**src/rtl/minimips_pkg.sv**
```systemverilog
// Shared MiniMIPS datapath definitions: default widths, register-file geometry and word/index types.
package minimips_pkg;

  localparam int unsigned DEF_DATA_W = 32;
  localparam int unsigned DEF_ADDR_W = 3;
  localparam int unsigned REG_COUNT  = 2 ** DEF_ADDR_W;
  localparam int unsigned ZERO_REG   = 0;

  typedef logic [DEF_DATA_W-1:0] reg_word_t;
  typedef logic [DEF_ADDR_W-1:0] reg_addr_t;

endpackage

```
**src/rtl/regfile_read_port.sv**
```systemverilog
// One combinational read port: word select, register-0 force and optional write-through forwarding.
module regfile_read_port
  import minimips_pkg::*;
#(
  parameter int unsigned DATA_W = DEF_DATA_W,
  parameter int unsigned ADDR_W = DEF_ADDR_W,
  parameter bit          BYPASS = 1'b1
) (
  input  logic [ADDR_W-1:0]                     rd_addr,
  input  logic [(2**ADDR_W)-1:0][DATA_W-1:0]    words,
  input  logic                                  fwd_en,
  input  logic [ADDR_W-1:0]                     wr_addr,
  input  logic [DATA_W-1:0]                     wr_data,
  output logic [DATA_W-1:0]                     rd_data
);

  always_comb begin
    rd_data = words[rd_addr];
    if (rd_addr == '0) begin
      rd_data = '0;
    end
    // fwd_en already excludes register 0 and reset, so a hit is always a real write
    if (BYPASS && fwd_en && (wr_addr == rd_addr)) begin
      rd_data = wr_data;
    end
  end

endmodule

```
**src/rtl/mini_regfile.sv**
```systemverilog
// Two-read/one-write register file for MiniMIPS; register 0 reads as zero and holds no storage.
module mini_regfile
  import minimips_pkg::*;
#(
  parameter int unsigned DATA_W = DEF_DATA_W,
  parameter int unsigned ADDR_W = DEF_ADDR_W,
  parameter bit          BYPASS = 1'b1
) (
  input  logic              clk,
  input  logic              rst_n,
  input  logic              we,
  input  logic [ADDR_W-1:0] wr_addr,
  input  logic [DATA_W-1:0] wr_data,
  input  logic [ADDR_W-1:0] rd_addr1,
  input  logic [ADDR_W-1:0] rd_addr2,
  output logic [DATA_W-1:0] rd_data1,
  output logic [DATA_W-1:0] rd_data2,
  output logic              wr_ack
);

  localparam int unsigned DEPTH = 2 ** ADDR_W;

  logic [DEPTH-1:1][DATA_W-1:0] mem;
  logic [DEPTH-1:0][DATA_W-1:0] words;
  logic                         wr_fire;
  logic                         fwd_en;

  assign wr_fire = we && (wr_addr != '0);
  // Forwarding is masked during reset so reads stay zero for any address
  assign fwd_en  = wr_fire && rst_n;
  assign words   = {mem, {DATA_W{1'b0}}};

  always_ff @(posedge clk or negedge rst_n) begin
    if (!rst_n) begin
      mem    <= '0;
      wr_ack <= 1'b0;
    end else begin
      wr_ack <= wr_fire;
      if (wr_fire) begin
        mem[wr_addr] <= wr_data;
      end
    end
  end

  regfile_read_port #(
    .DATA_W (DATA_W),
    .ADDR_W (ADDR_W),
    .BYPASS (BYPASS)
  ) u_port1 (
    .rd_addr (rd_addr1),
    .words   (words),
    .fwd_en  (fwd_en),
    .wr_addr (wr_addr),
    .wr_data (wr_data),
    .rd_data (rd_data1)
  );

  regfile_read_port #(
    .DATA_W (DATA_W),
    .ADDR_W (ADDR_W),
    .BYPASS (BYPASS)
  ) u_port2 (
    .rd_addr (rd_addr2),
    .words   (words),
    .fwd_en  (fwd_en),
    .wr_addr (wr_addr),
    .wr_data (wr_data),
    .rd_data (rd_data2)
  );

endmodule

```
**config.mk**
```make
export PLATFORM = sky130hd
export DESIGN_NAME = mini_regfile
export DESIGN_NICKNAME = d
export VERILOG_FILES = /design/src/rtl/minimips_pkg.sv /design/src/rtl/regfile_read_port.sv /design/src/rtl/mini_regfile.sv
export SDC_FILE = /design/constraint.sdc
export NUM_CORES = 1
export LEC_CHECK = 0
export CAP_MARGIN = 20
export CORE_UTILIZATION = 45
export DETAILED_ROUTE_END_ITERATION = 10
export PLACE_DENSITY = 0.7
export SETUP_SLACK_MARGIN = 0.15
export SYNTH_ARGS = -nofsm -noshare
export SYNTH_HDL_FRONTEND = slang
export SYNTH_SLANG_ARGS = --single-unit
```
**constraint.sdc**
```tcl
create_clock -name clk -period 3.5 [get_ports clk]
set_input_delay 1.05 -clock clk [delete_from_list [all_inputs] [get_ports clk]]
set_output_delay 1.05 -clock clk [all_outputs]
set_load 0.02 [all_outputs]
```
# ---- Word-level counts from Yosys, hierarchy flattened
# Cells that the tools add are included.
dict set report classes {
  order_cmp 4
  muxes 11
  n_eq_ne 2
  bitwise 0
  mul 0
  n_addsub 0
  reduce_logical 8
  div_mod_pow 0
  shifts 0
}
# op n
set ops {}
lappend ops {{$bwmux 224} 1}
lappend ops {{$mux 32} 7}
lappend ops {{$bmux 32 s3} 2}
lappend ops {{$demux 32 s3} 1}
lappend ops {{$lt 3x4->1 const B} 3}
lappend ops {{$eq 3x3->1} 2}
lappend ops {{$logic_not 3->1} 2}
lappend ops {{$logic_and 1x1->1} 5}
lappend ops {{$ge 3x1->1 const B} 1}
lappend ops {{$reduce_bool 3->1} 1}
dict set report totals {
  latch_bits 0
  mem_bits_ro 0
  out_inout_bits 65
  n_memories 0
  input_bits 44
  ramBits 0
  regBits 225
}

# ---- Logic depth before layout (Yosys ltp)
# Gate-level depths: netlist of run 1.
dict set report logic_depth {
  depth_word 5
  depth_mapped 7
}

# ---- Hierarchy
# A second synthesis of run 1 with hierarchy kept.
dict set report hier_totals {
  cells_unflattened 1067
  hier_area_um2 13310.3
}
# module area_per_inst_um2 cells_each seq_area_each_um2 instances
set by_module_without_submodules {}
lappend by_module_without_submodules {mini_regfile 8863.5 487 5630.4 1}
lappend by_module_without_submodules {regfile_read_port 2223.4 290 0.0 2}

# ---- Worst setup path after synthesis of run 1
# Ideal clock, no wire load.
dict set report synth_path {
  path_kind {input to output}
  startpoint {input rd_addr1[0]}
  endpoint {output rd_data1[29]}
  path_stages 6
  slack_ns -0.141
  required_time_ns 2.450
  t_arrival_ns 2.591
  path_buffers 4
  path_cell_list {buf_2 -> buf_2 -> buf_2 -> buf_1 -> a221oi_1 -> o31ai_1}
}
dict set report synth_between {
  elab_chain_len 4
  elab_cells_between_ends 7
}
# item line_no
set synth_lines {}
lappend synth_lines {{start: declaration} mini_regfile.sv:14} ;# input logic [ADDR_W-1:0] rd_addr1,
lappend synth_lines {{$bmux 32 s3} regfile_read_port.sv:18} ;# rd_data = words[rd_addr];
lappend synth_lines {{$mux 32 (implied by the code)} regfile_read_port.sv:18}
lappend synth_lines {{$mux 32} regfile_read_port.sv:19} ;# if (rd_addr == '0) begin
lappend synth_lines {{$mux 32 *} regfile_read_port.sv:23} ;# if (BYPASS && fwd_en && (wr_addr == rd_addr)) begin
lappend synth_lines {{end: declaration} mini_regfile.sv:16} ;# output logic [DATA_W-1:0] rd_data1,
# Every way passes the cells marked *; elsewhere a longest branch is shown, timed or not. The select of a mux whose other input is x is not followed.

# ---- Worst setup path in the final report of run 1
dict set report layout_path {
  startpoint {input wr_addr[2]}
  endpoint {output rd_data2[10]}
}
dict set report layout_between {
  elab_chain_len 5
  elab_cells_between_ends 6
}
# item line_no
set layout_lines {}
lappend layout_lines {{start: declaration} mini_regfile.sv:12} ;# input logic [ADDR_W-1:0] wr_addr,
lappend layout_lines {{$reduce_bool 3->1} mini_regfile.sv:28} ;# assign wr_fire = we && (wr_addr != '0);
lappend layout_lines {{$logic_and 1x1->1} mini_regfile.sv:28}
lappend layout_lines {{$logic_and 1x1->1} mini_regfile.sv:30} ;# assign fwd_en = wr_fire && rst_n;
lappend layout_lines {{$logic_and 1x1->1 *} regfile_read_port.sv:23}
lappend layout_lines {{$mux 32 *} regfile_read_port.sv:23}
lappend layout_lines {{end: declaration} mini_regfile.sv:17} ;# output logic [DATA_W-1:0] rd_data2,
# Every way passes the cells marked *; elsewhere a longest branch is shown, timed or not.

==> results of run 1 <==
-- cells in the final DEF, fill, tap and decap left out, drive strengths merged --
| master | netlist | final |
|---|---|---|
| clkdlybuf4s50 | 0 | 33 |
| a22o | 1 | 1 |
| nand2b | 1 | 1 |
| nand4 | 1 | 1 |
| clkinv | 0 | 8 |
| clkbuf | 41 | 38 |
| a221oi | 60 | 60 |
| o31ai | 31 | 31 |
| bufinv | 0 | 2 |
| a221o | 32 | 32 |
| inv | 1 | 2 |
| mux2i | 70 | 70 |
| bufbuf | 0 | 2 |
| mux2 | 346 | 346 |
| clkinvlp | 0 | 1 |
| and2 | 1 | 1 |
| nor2b | 4 | 4 |
| buf | 56 | 272 |
| o21ai | 33 | 33 |
| o31a | 1 | 1 |
| xor2 | 6 | 6 |
| a311oi | 1 | 1 |
| dfrtp | 225 | 225 |
| nor2 | 1 | 1 |
| o22ai | 30 | 30 |
| nor4bb | 2 | 2 |
| nand3b | 2 | 2 |
| o311ai | 1 | 1 |
| nand2 | 67 | 67 |
| nor3 | 1 | 1 |
| nor4 | 2 | 2 |
| nand4b | 3 | 3 |
| mux4 | 1 | 1 |
| nand3 | 4 | 4 |
-- kinds of logic (layout without fill, tap and decap cells) --
group	count (synthesis)	count (layout)	share of synthesized area [%]
AOI/OAI and AO/OA	190	190	11.67
and+or+nand+nor	89	89	3.405
xor gates and xnor gates	6	6	0.4133
buffers and inverters	98	358	3.897
muxes	417	417	36.33
DFF	225	225	44.28
-- stage by stage --
step / worst slack, ns / area [um2] / instances
after global placement: -1.014 / 15620 / 1566
final: -0.1373 / 18280 / 1663
after CTS: -0.1448 / 17970 / 1657
after global routing: -0.1963 / 18280 / 1663
after floorplan: 0.03878 / 13050 / 1025
after detailed placement: -1.029 / 15620 / 1566
-- synthesized netlist by cell type (3+ instances only) --
cell / instances
sky130_fd_sc_hd__buf_1: 4
sky130_fd_sc_hd__buf_2: 38
sky130_fd_sc_hd__nand2_1: 67
sky130_fd_sc_hd__buf_6: 7
sky130_fd_sc_hd__o21ai_1: 10
sky130_fd_sc_hd__buf_4: 7
sky130_fd_sc_hd__nand3_1: 4
sky130_fd_sc_hd__a221oi_1: 60
sky130_fd_sc_hd__mux2_1: 7
sky130_fd_sc_hd__mux2i_1: 70
sky130_fd_sc_hd__nor2b_1: 4
sky130_fd_sc_hd__xor2_1: 6
sky130_fd_sc_hd__a221o_1: 32
sky130_fd_sc_hd__clkbuf_1: 40
sky130_fd_sc_hd__o21ai_0: 23
sky130_fd_sc_hd__nand4b_1: 3
sky130_fd_sc_hd__dfrtp_1: 225
sky130_fd_sc_hd__mux2_2: 339
sky130_fd_sc_hd__o31ai_1: 31
sky130_fd_sc_hd__o22ai_1: 30
-- final cells by class --
type	count	area, um2
clock buffers	36	779.5
clock inverters	12	118.9
fillers	1995	9502
inverters	1	3.754
multi-input cells	702	7606
flip-flops and latches	225	5630
well taps	378	473.0
repair buffers	309	3669
-- path summary, 6_finish.rpt --
kind / to / slack [ns]
setup / recovery: rd_data2[10] / -0.14
hold / removal: mem[159] / 0.50
setup reg to reg: mem[20] / 2.67
hold reg to reg: mem[39] / 0.52
max in group asynchronous: mem[84] / 0.96
min in group clk: mem[39] / 0.52
-- routing by layer --
metal,wire [um],GRT usage (%),vias up,share of wire (%)
met5,0,0,-,0
li1,-,-,4444,-
met1,17310,37.14,5315,43
met2,19590,46.28,367,48
met3,2103,3.698,97,5.2
met4,1451,9.714,0,3.6
-- power by group --
group	switching [mW]	leakage (nW)	total, mW	internal [mW]
registers	0.451	2.70	3.63	3.18
logic	1.22	4.73	2.84	1.62
clock network	1.13	0.451	2.83	1.70
total	2.80	7.88	9.30	6.50
-- repair_timing --
item,4_1_cts,5_1_grt
endpoints found under the setup margin,64,64
gates cloned,17,2
resized for setup,541,52
hold buffers,0,0
pin swaps,64,15
buffers inserted,26,4
-- state kept, by name, indices dropped and copies added (netlist names) --
signal,flops
wr_ack,1
mem,224
==> run summary, run 1 <==
================================================================================
Worst IR Drop VDD                                                       349.3 uV
Vias in the first global route                                             10431
Crit Reg-Reg Startpoint                                                  mem[20]
Setup repair after global routing missed its margin                          yes
Count of different cell masters after synthesis                               35
Launching instance or port of the critical path                       wr_addr[2]
Wire length of the first global-routing pass                            61440 um
Post-detailed-route via-to-cell ratio                                      6.147
Timing-limited maximum frequency                                       274.9 MHz
Worst path bufs/invs                                                           7
Cell breakdown of the critical path                                 buf_6 -> buf_6 -> o311ai_4 -> buf_4 -> nor4_4 -> buf_6 -> buf_6 -> buf_16 -> nand2_2 -> o21ai_2 -> buf_6
CTS tree                                                                    done
Violations in the final reports                                     setup timing
Area added between synthesis and finish                                   43.77%
Half-perimeter wire length after placement                              23560 um
Crit path max fanout                                                           5
Cells on worst reg2reg path                                                    1
Pwr per Cell Area                                                   508.7 nW/um2
Final worst-path setup slack                                          -0.1373 ns
Seq cells post-synth                                                         225
Most frequent cell on the critical path                             sky130_fd_sc_hd__buf_6
Period Utilization, post-route                                            103.9%
Total number of H-tree levels                                                  1
Max clock buf depth                                                            3
CTS root buf                                                        sky130_fd_sc_hd__clkbuf_16
Pin count of the biggest net entering global routing                          71
Pwr Total                                                               9.299 mW
Sequential area share after synthesis                                     44.28%
Type of the tightest min-delay check                                input port to asynchronous set/reset pin
Standard-cell rows                                                            61
Fraction of final layout cells with drive strength greater than 1         62.57%
Hold Vio Cnt, Final                                                            0
Cell class contributing the biggest share of worst-path delay       buffers and inverters
Measured slew at the worst slew-check pin                              0.9452 ns
Yosys top cell area share                                                 44.28%
Stages on the worst setup path                                                11
Grt total ovfl                                                                 0
Number of sinks handled by clock tree synthesis                              225
Top-Level Pins                                                               109
Critical Path End Type                                                output pin
Instance count of the mapped netlist                                        1025
Number of warning messages in the yosys log                                    0
Setup TNS after final layout                                           -4.758 ns
Area leader, netlist                                                sky130_fd_sc_hd__dfrtp_1
Count of input and output buffers                                            108
CP peak stage delay                                                      0.37 ns
RePlAce Congestion                                                        0.7915
Initial Utilization                                                       45.77%
Normalized max-slew margin                                                36.99%
Fin util                                                                  65.80%
Chip Height                                                             170.1 um
Crit Path Class                                                     input port to output pin
Clk Latency, worst-skew pair                                             0.53 ns
Layout Nets                                                                 1309
Result of the run                                                   complete, but fails checks
Diodes inserted                                                                0
Syn Area/Cell                                                          12.40 um2
Final ANT Viol Nets                                                            0
Number of synthesized flops with an enable pin                                 0
Via total after detailed routing                                           10223
Horiz. Die Dim                                                          170.1 um
Arrival time worst endpoint                                              2.59 ns
Clock buffers created by TritonCTS                                            26
Global-route usage over all layers                                        27.80%
Crit-path slowest cell                                              sky130_fd_sc_hd__nor4_4
Total DRC errors in the routed layout                                          0
Final hold slack                                                       0.5044 ns
Overall die area                                                       28930 um2
Final clock skew                                                            0 ns
Antenna violations before repair                                               0
Average detailed-routed wire length per instance                        24.32 um
Max Cap Violations                                                             0
Final critical path time including I/O delays and setup                 3.637 ns
Detailed-router iteration count before antenna repair                          5
Post-detailed-routing wire length                                       40450 um
Drt first-iter violations                                                    669
Data required time at the worst endpoint                                 2.45 ns
Area of the core                                                       27780 um2
Clock transition at the registers of the reported paths                  0.06 ns
Post-synth design cell area                                            12710 um2
Fin. max-slew vios                                                             0
Static leakage                                                          7.878 nW
Cell types occupying the most area after synthesis                  sky130_fd_sc_hd__dfrtp_1, sky130_fd_sc_hd__mux2_2, sky130_fd_sc_hd__mux2i_1
Final setup violation count                                                   58
Synth Net Count                                                             1069
Element type at the critical path start                               input port
Predominant post-synthesis flop cell                                sky130_fd_sc_hd__dfrtp_1
Async set or reset register ratio after synthesis                         100.0%
================================================================================
Power figures use the tool's default switching activity.
==> run 2, diff against run 1 <==
--- a/config.mk
+++ b/config.mk
@@ -6,9 +6,10 @@
 export NUM_CORES = 1
 export LEC_CHECK = 0
 export CAP_MARGIN = 20
-export CORE_UTILIZATION = 45
+export CORE_UTILIZATION = 35
+export CTS_CLUSTER_DIAMETER = 150
 export DETAILED_ROUTE_END_ITERATION = 10
-export PLACE_DENSITY = 0.7
+export PLACE_DENSITY = 0.58
 export SETUP_SLACK_MARGIN = 0.15
 export SYNTH_ARGS = -nofsm -noshare
 export SYNTH_HDL_FRONTEND = slang
==> run 2 against run 1 <==
Cell count up 5.7%. Clock-buffer cell count down 1. First-iteration DRC count down 29%. The run ends with DRC, setup timing left. Global-route usage down 5.2 points. Largest power group unchanged. Register-to-register slack better by 0.02 ns. Fmax down 0.45%. Cell area up 1.1%. Largest cell class unchanged.
==> run summary, run 2 (synthesis gave the netlist of run 1 again) <==
================================================================================
Max Cap Violations                                                             0
Total of hold buffers inserted after clock tree synthesis                      0
Cell class contributing the biggest share of worst-path delay       buffers and inverters
Top flop regs                                                       mem: 224 flops, wr_ack: 1 flops
Final setup violation count                                                   60
Grt total ovfl                                                                 0
Pwr Total                                                               9.472 mW
Launching instance or port of the critical path                       wr_addr[2]
Data required time at the worst endpoint                                 2.45 ns
Wire length of the first global-routing pass                            62980 um
CTS tree                                                                    done
Worst IR Drop VDD                                                       347.1 uV
Worst path bufs/invs                                                           8
Post-detailed-route via-to-cell ratio                                      5.648
Top-Level Pins                                                               109
Average detailed-routed wire length per instance                        23.91 um
Leading cell type in the layout, fill and taps excluded             sky130_fd_sc_hd__mux2_2
Most frequent cells in the layout                                   sky130_fd_sc_hd__mux2_2, sky130_fd_sc_hd__dfrtp_1, sky130_fd_sc_hd__buf_4, sky130_fd_sc_hd__buf_6, sky130_fd_sc_hd__mux2i_1
Normalized max-slew margin                                                36.12%
CP peak stage delay                                                      0.22 ns
Final critical path time including I/O delays and setup                 3.654 ns
Type of the tightest min-delay check                                flip-flop to flip-flop
Horiz. Die Dim                                                          192.6 um
Drt first-iter violations                                                    472
Crit Path Class                                                     input port to output pin
Diodes inserted                                                                0
Capturing instance or port of the critical path                     rd_data1[22]
Final ANT Viol Nets                                                            0
Fraction of final layout cells with drive strength greater than 1         62.89%
Half-perimeter wire length after placement                              25070 um
Vias in the first global route                                             10089
Most frequent cell on the critical path                             sky130_fd_sc_hd__buf_6
Crit-path slowest cell                                              sky130_fd_sc_hd__nor4_4
Post-detailed-routing wire length                                       42000 um
RePlAce Congestion                                                        0.7842
Timing-limited maximum frequency                                       273.7 MHz
Area of the core                                                       35660 um2
Fillers                                                                     3065
Global-route usage over all layers                                        22.62%
Final hold slack                                                       0.5086 ns
Period Utilization, post-route                                            104.4%
Clock buffers created by TritonCTS                                            26
Violations in the final reports                                     DRC, setup timing
Via total after detailed routing                                            9923
Overall die area                                                       37090 um2
Register ranked first by flip-flop count                                     mem
Clk Latency, worst-skew pair                                             0.53 ns
Antenna violations before repair                                               0
Pin count of the biggest net entering global routing                          71
FF-to-FF End                                                             mem[38]
Max clock buf depth                                                            3
Cells on worst reg2reg path                                                    1
Measured slew at the worst slew-check pin                              0.9582 ns
Layout Nets                                                                 1320
Crit path max fanout                                                           7
Arrival time worst endpoint                                              2.60 ns
Setup repair after global routing missed its margin                          yes
Number of flip-flops in the largest register                                 224
Static leakage                                                          7.965 nW
Standard-cell rows                                                            69
Number of sinks handled by clock tree synthesis                              225
Final worst-path setup slack                                          -0.1538 ns
Total DRC errors in the routed layout                                         10
Crit Reg-Reg Startpoint                                                  mem[38]
Critical Path End Type                                                output pin
Worst reg-to-reg setup slack                                             2.69 ns
Area added between synthesis and finish                                   45.34%
Count of input and output buffers                                            108
Fin. max-slew vios                                                             0
Initial Utilization                                                       35.66%
Chip Height                                                             192.6 um
Pwr per Cell Area                                                   512.6 nW/um2
Detailed-router iteration count before antenna repair                          9
CTS root buf                                                        sky130_fd_sc_hd__clkbuf_16
Cell breakdown of the critical path                                 buf_6 -> buf_6 -> buf_6 -> xor2_2 -> nor4_4 -> buf_6 -> buf_6 -> buf_8 -> buf_12 -> nand2_1 -> o31ai_2 -> buf_4
Stages on the worst setup path                                                12
Clock transition at the registers of the reported paths                  0.06 ns
Hold Vio Cnt, Final                                                            0
Result of the run                                                   complete, but fails checks
Element type at the critical path start                               input port
Final clock skew                                                            0 ns
Total number of H-tree levels                                                  1
Fin util                                                                  51.83%
================================================================================
## run 2: changes by cell type in the layout (fill, tap and decap cells not counted), moves of 9 or more
cell / previous run / this run
sky130_fd_sc_hd__a221oi_1: 37 / 47
sky130_fd_sc_hd__buf_12: 44 / 35
sky130_fd_sc_hd__buf_6: 76 / 107
sky130_fd_sc_hd__nand2_4: 23 / 33
sky130_fd_sc_hd__o31ai_2: 12 / 2
sky130_fd_sc_hd__o31ai_4: 19 / 29
## run 2: area by class of cell
type	instances	area [um2]	share of cell area, %
clock inverter	13	195.2	1.056
inverter	1	3.754	0.02031
clock buffer	35	765.7	4.144
sequential	225	5630	30.47
tap	461	576.8	3.121
timing repair buffer	320	3627	19.63
multi-input combinational	702	7680	41.56
## run 2: worst min-delay path by stage
stage / depth (start not counted) / endpoint / slack [ns] / from
floorplan: 1 / mem[38] / 0.48 / mem[38]
global placement: 1 / mem[139] / 0.50 / mem[139]
detailed placement: 1 / mem[101] / 0.50 / mem[101]
CTS: 1 / mem[101] / 0.51 / mem[101]
global route: 1 / mem[184] / 0.54 / mem[184]
finish: 1 / mem[101] / 0.51 / mem[101]
## run 2: per-layer routing
metal / global-route usage (%) / wire length, um / part of all wire (%) / vias to the layer above
li1: - / - / - / 4450
met1: 32.46 / 19710 / 47 / 5170
met2: 36.23 / 19850 / 47 / 248
met3: 2.382 / 1615 / 3.8 / 55
met4: 5.633 / 833 / 2.0 / 0
met5: 0 / 0 / 0 / -
## run 2: what timing repair did
item	CTS	global route
gates cloned	10	2
buffers inserted	34	4
pin swaps	47	14
resized for setup	551	69
endpoints found under the setup margin	64	64
## run 2: power by group
part	internal [mW]	leakage [nW]	switching, mW
registers	3.18	2.70	0.418
logic	1.62	4.79	1.22
clock network	1.90	0.473	1.13
total	6.70	7.97	2.77
## run 2: through the flow
stage	setup WS [ns]	cell area, um2	instances	TNS (ns)
2_1_floorplan	0.03878	13050	1025	0
3_3_place_gp	-1.071	15740	1659	-56.48
3_5_place_dp	-1.042	15740	1659	-58.40
4_1_cts	-0.2068	18090	1751	-7.673
5_1_grt	-0.2298	18480	1757	-10.02
6_report	-0.1538	18480	1757	-6.088
==> run 3, diff against run 2 <==
--- a/config.mk
+++ b/config.mk
@@ -6,6 +6,7 @@
 export NUM_CORES = 1
 export LEC_CHECK = 0
 export CAP_MARGIN = 20
+export CORE_MARGIN = 2
 export CORE_UTILIZATION = 35
 export CTS_CLUSTER_DIAMETER = 150
 export DETAILED_ROUTE_END_ITERATION = 10
==> run 3 against run 2 <==
The run ends with setup timing left. First-iteration DRC count rose by 34%. Die area rose by 2.1%. Register-to-register slack barely moved. Via count rose by 1.2%. Critical path depth did not move. Combinational power rose by 2%. Largest cell class unchanged.
==> run summary, run 3 (synthesis gave the netlist of run 1 again) <==
================================================================================
Result of the run                                                   complete, but fails checks
Violations in the final reports                                     setup timing
Count of input and output buffers                                            108
Type of the tightest min-delay check                                flip-flop to flip-flop
Half-perimeter wire length after placement                              24150 um
Area of the core                                                       35660 um2
Max clock buf depth                                                            3
CTS root buf                                                        sky130_fd_sc_hd__clkbuf_16
Static leakage                                                          8.231 nW
Grt total ovfl                                                                 0
Most frequent cells in the layout                                   sky130_fd_sc_hd__mux2_2, sky130_fd_sc_hd__dfrtp_1, sky130_fd_sc_hd__buf_4, sky130_fd_sc_hd__buf_6, sky130_fd_sc_hd__mux2i_1
Non-filler cells in the finished layout                                     1771
Total DRC errors in the routed layout                                          0
Arrival time worst endpoint                                              2.71 ns
Drt first-iter violations                                                    632
Fraction of final layout cells with drive strength greater than 1         64.27%
Initial Utilization                                                       35.66%
Top flop regs                                                       mem: 224 flops, wr_ack: 1 flops
Internal cell power                                                     6.581 mW
Combinational fraction of design power                                     30.9%
Chip Height                                                             194.6 um
Worst reg-to-reg setup slack                                             2.70 ns
Data required time at the worst endpoint                                 2.45 ns
Layout Nets                                                                 1333
Post-detailed-routing wire length                                       42840 um
Wire length of the first global-routing pass                            65940 um
Horiz. Die Dim                                                          194.6 um
Final setup violation count                                                   64
DR WL met2                                                              20850 um
Fin. max-slew vios                                                             0
Top layer used by detailed routing                                          met4
Average detailed-routed wire length per instance                        24.19 um
Clk Latency, worst-skew pair                                             0.53 ns
Start point of the worst min-delay path                                  mem[39]
Number of flip-flops in the largest register                                 224
Pin count of the biggest net entering global routing                         180
Period Utilization, post-route                                            107.5%
Routed length on met3                                                    1867 um
Diodes inserted                                                                0
FF-to-FF End                                                             mem[98]
Final worst-path setup slack                                          -0.2613 ns
Critical Path End Type                                                output pin
Sum of routed wire segments on met1                                     19080 um
Net switching fraction of the power                                       29.74%
Final hold slack                                                       0.5114 ns
Crit Reg-Reg Startpoint                                                  mem[98]
Crit Path Class                                                     input port to output pin
Sequential fraction of design power                                        38.4%
Worst IR Drop VDD                                                       370.6 uV
Measured slew at the worst slew-check pin                               1.039 ns
Setup TNS after final layout                                           -10.16 ns
Final critical path time including I/O delays and setup                 3.761 ns
Element type at the critical path start                               input port
Normalized max-slew margin                                                30.76%
Clock buffers created by TritonCTS                                            27
Total of hold buffers inserted after clock tree synthesis                      0
Endpoint of the worst hold-timing path                                   mem[39]
Vias in the first global route                                             10484
Global-route usage over all layers                                        22.59%
Launching instance or port of the critical path                       wr_addr[2]
Hold Vio Cnt, Final                                                            0
Detailed-router iteration count before antenna repair                          5
Final clock skew                                                            0 ns
RePlAce Congestion                                                        0.7641
Portion of total power attributed to the clock network                     30.7%
Final ANT Viol Nets                                                            0
Timing-limited maximum frequency                                       265.9 MHz
Placed Cells incl. Taps                                                     1658
Leading cell type in the layout, fill and taps excluded             sky130_fd_sc_hd__mux2_2
Via total after detailed routing                                           10044
Crit path max fanout                                                           7
Number of sinks handled by clock tree synthesis                              225
Max Cap Violations                                                             0
Cells on worst reg2reg path                                                    1
Area added between synthesis and finish                                   48.50%
Standard-cell rows                                                            69
Pwr per Cell Area                                                   496.1 nW/um2
Setup repair after global routing missed its margin                          yes
Top-Level Pins                                                               109
Clock transition at the registers of the reported paths                  0.06 ns
Fin util                                                                  52.96%
CTS tree                                                                    done
Antenna violations before repair                                               0
Post-detailed-route via-to-cell ratio                                      5.671
Reported net switching power                                            2.786 mW
Overall die area                                                       37870 um2
Register ranked first by flip-flop count                                     mem
Cell count of the worst hold path                                              1
Total number of H-tree levels                                                  1
================================================================================
[run 3: cell count changes in the layout (fill, tap and decap cells not counted), moves of 6 or more]
cell                      previous run  this run
sky130_fd_sc_hd__nand2_1            22         6
sky130_fd_sc_hd__o21ai_2            24        17
sky130_fd_sc_hd__nand2_4            33        49
sky130_fd_sc_hd__buf_6             107       101
sky130_fd_sc_hd__buf_8               8        19
sky130_fd_sc_hd__o21ai_4             9        16
sky130_fd_sc_hd__buf_12             35        41
[run 3: through the flow]
step                setup WS [ns]  total power [mW]  cell area, um2
floorplan                 0.03878             5.156           13050
global placement          -0.9667             6.080           15700
detailed placement         -1.009             6.150           15700
CTS                       -0.2125             9.342           18380
global route              -0.3045             9.807           18880
finish                    -0.2613             9.366           18880
[run 3: routing by layer]
metal / vias up / global-route usage, %
li1: 4487 / -
met1: 5241 / 31.07
met2: 246 / 38.11
met3: 70 / 2.776
met4: 0 / 5.014
met5: - / 0
[run 3: final cells by class]
| type | instances | area, um2 |
|---|---|---|
| Timing Repair Buffer | 331 | 3857 |
| Fill cell | 3006 | 16770 |
| Multi-Input combinational cell | 703 | 7885 |
| Clock buffer | 37 | 803.3 |
| Tap cell | 461 | 576.8 |
| Inverter | 1 | 3.754 |
| Clock inverter | 13 | 125.1 |
| Sequential cell | 225 | 5630 |
[run 3: power groups by stage]
stage | sequential [mW] | combinational [mW] | clock (mW)
final | 3.59 | 2.90 | 2.88
after global routing | 3.68 | 3.09 | 3.04
after CTS | 3.58 | 2.83 | 2.93
after detailed placement | 3.62 | 2.53 | 0
after global placement | 3.59 | 2.49 | 0
after floorplan | 3.50 | 1.66 | 0
[run 3: worst max path at each step]
stage	endpoint	cells after the start
2_1_floorplan	rd_data1[30]	6
3_3_place_gp	rd_data2[16]	8
3_5_place_dp	rd_data1[3]	9
4_1_cts	rd_data1[24]	12
5_1_grt	rd_data1[0]	12
6_report	rd_data1[0]	12
[run 3: what timing repair did]
item | 4_1_cts | 5_1_grt
hold endpoints to repair | 0 | 0
cloned | 14 | 0
buffers inserted | 38 | 11
resized for setup | 602 | 81
pin swaps | 46 | 14
setup endpoints to repair | 64 | 64
[run 3: worst max-delay path, stage by stage]
cell and delay, ns:
sky130_fd_sc_hd__buf_6 0.09, sky130_fd_sc_hd__buf_6 0.12, sky130_fd_sc_hd__buf_12 0.12, sky130_fd_sc_hd__xor2_4 0.15, sky130_fd_sc_hd__nor4_4 0.27, sky130_fd_sc_hd__buf_6 0.20
sky130_fd_sc_hd__buf_12 0.11, sky130_fd_sc_hd__buf_16 0.16, sky130_fd_sc_hd__buf_6 0.12, sky130_fd_sc_hd__nand2_4 0.05, sky130_fd_sc_hd__o31ai_4 0.09, sky130_fd_sc_hd__buf_6 0.16
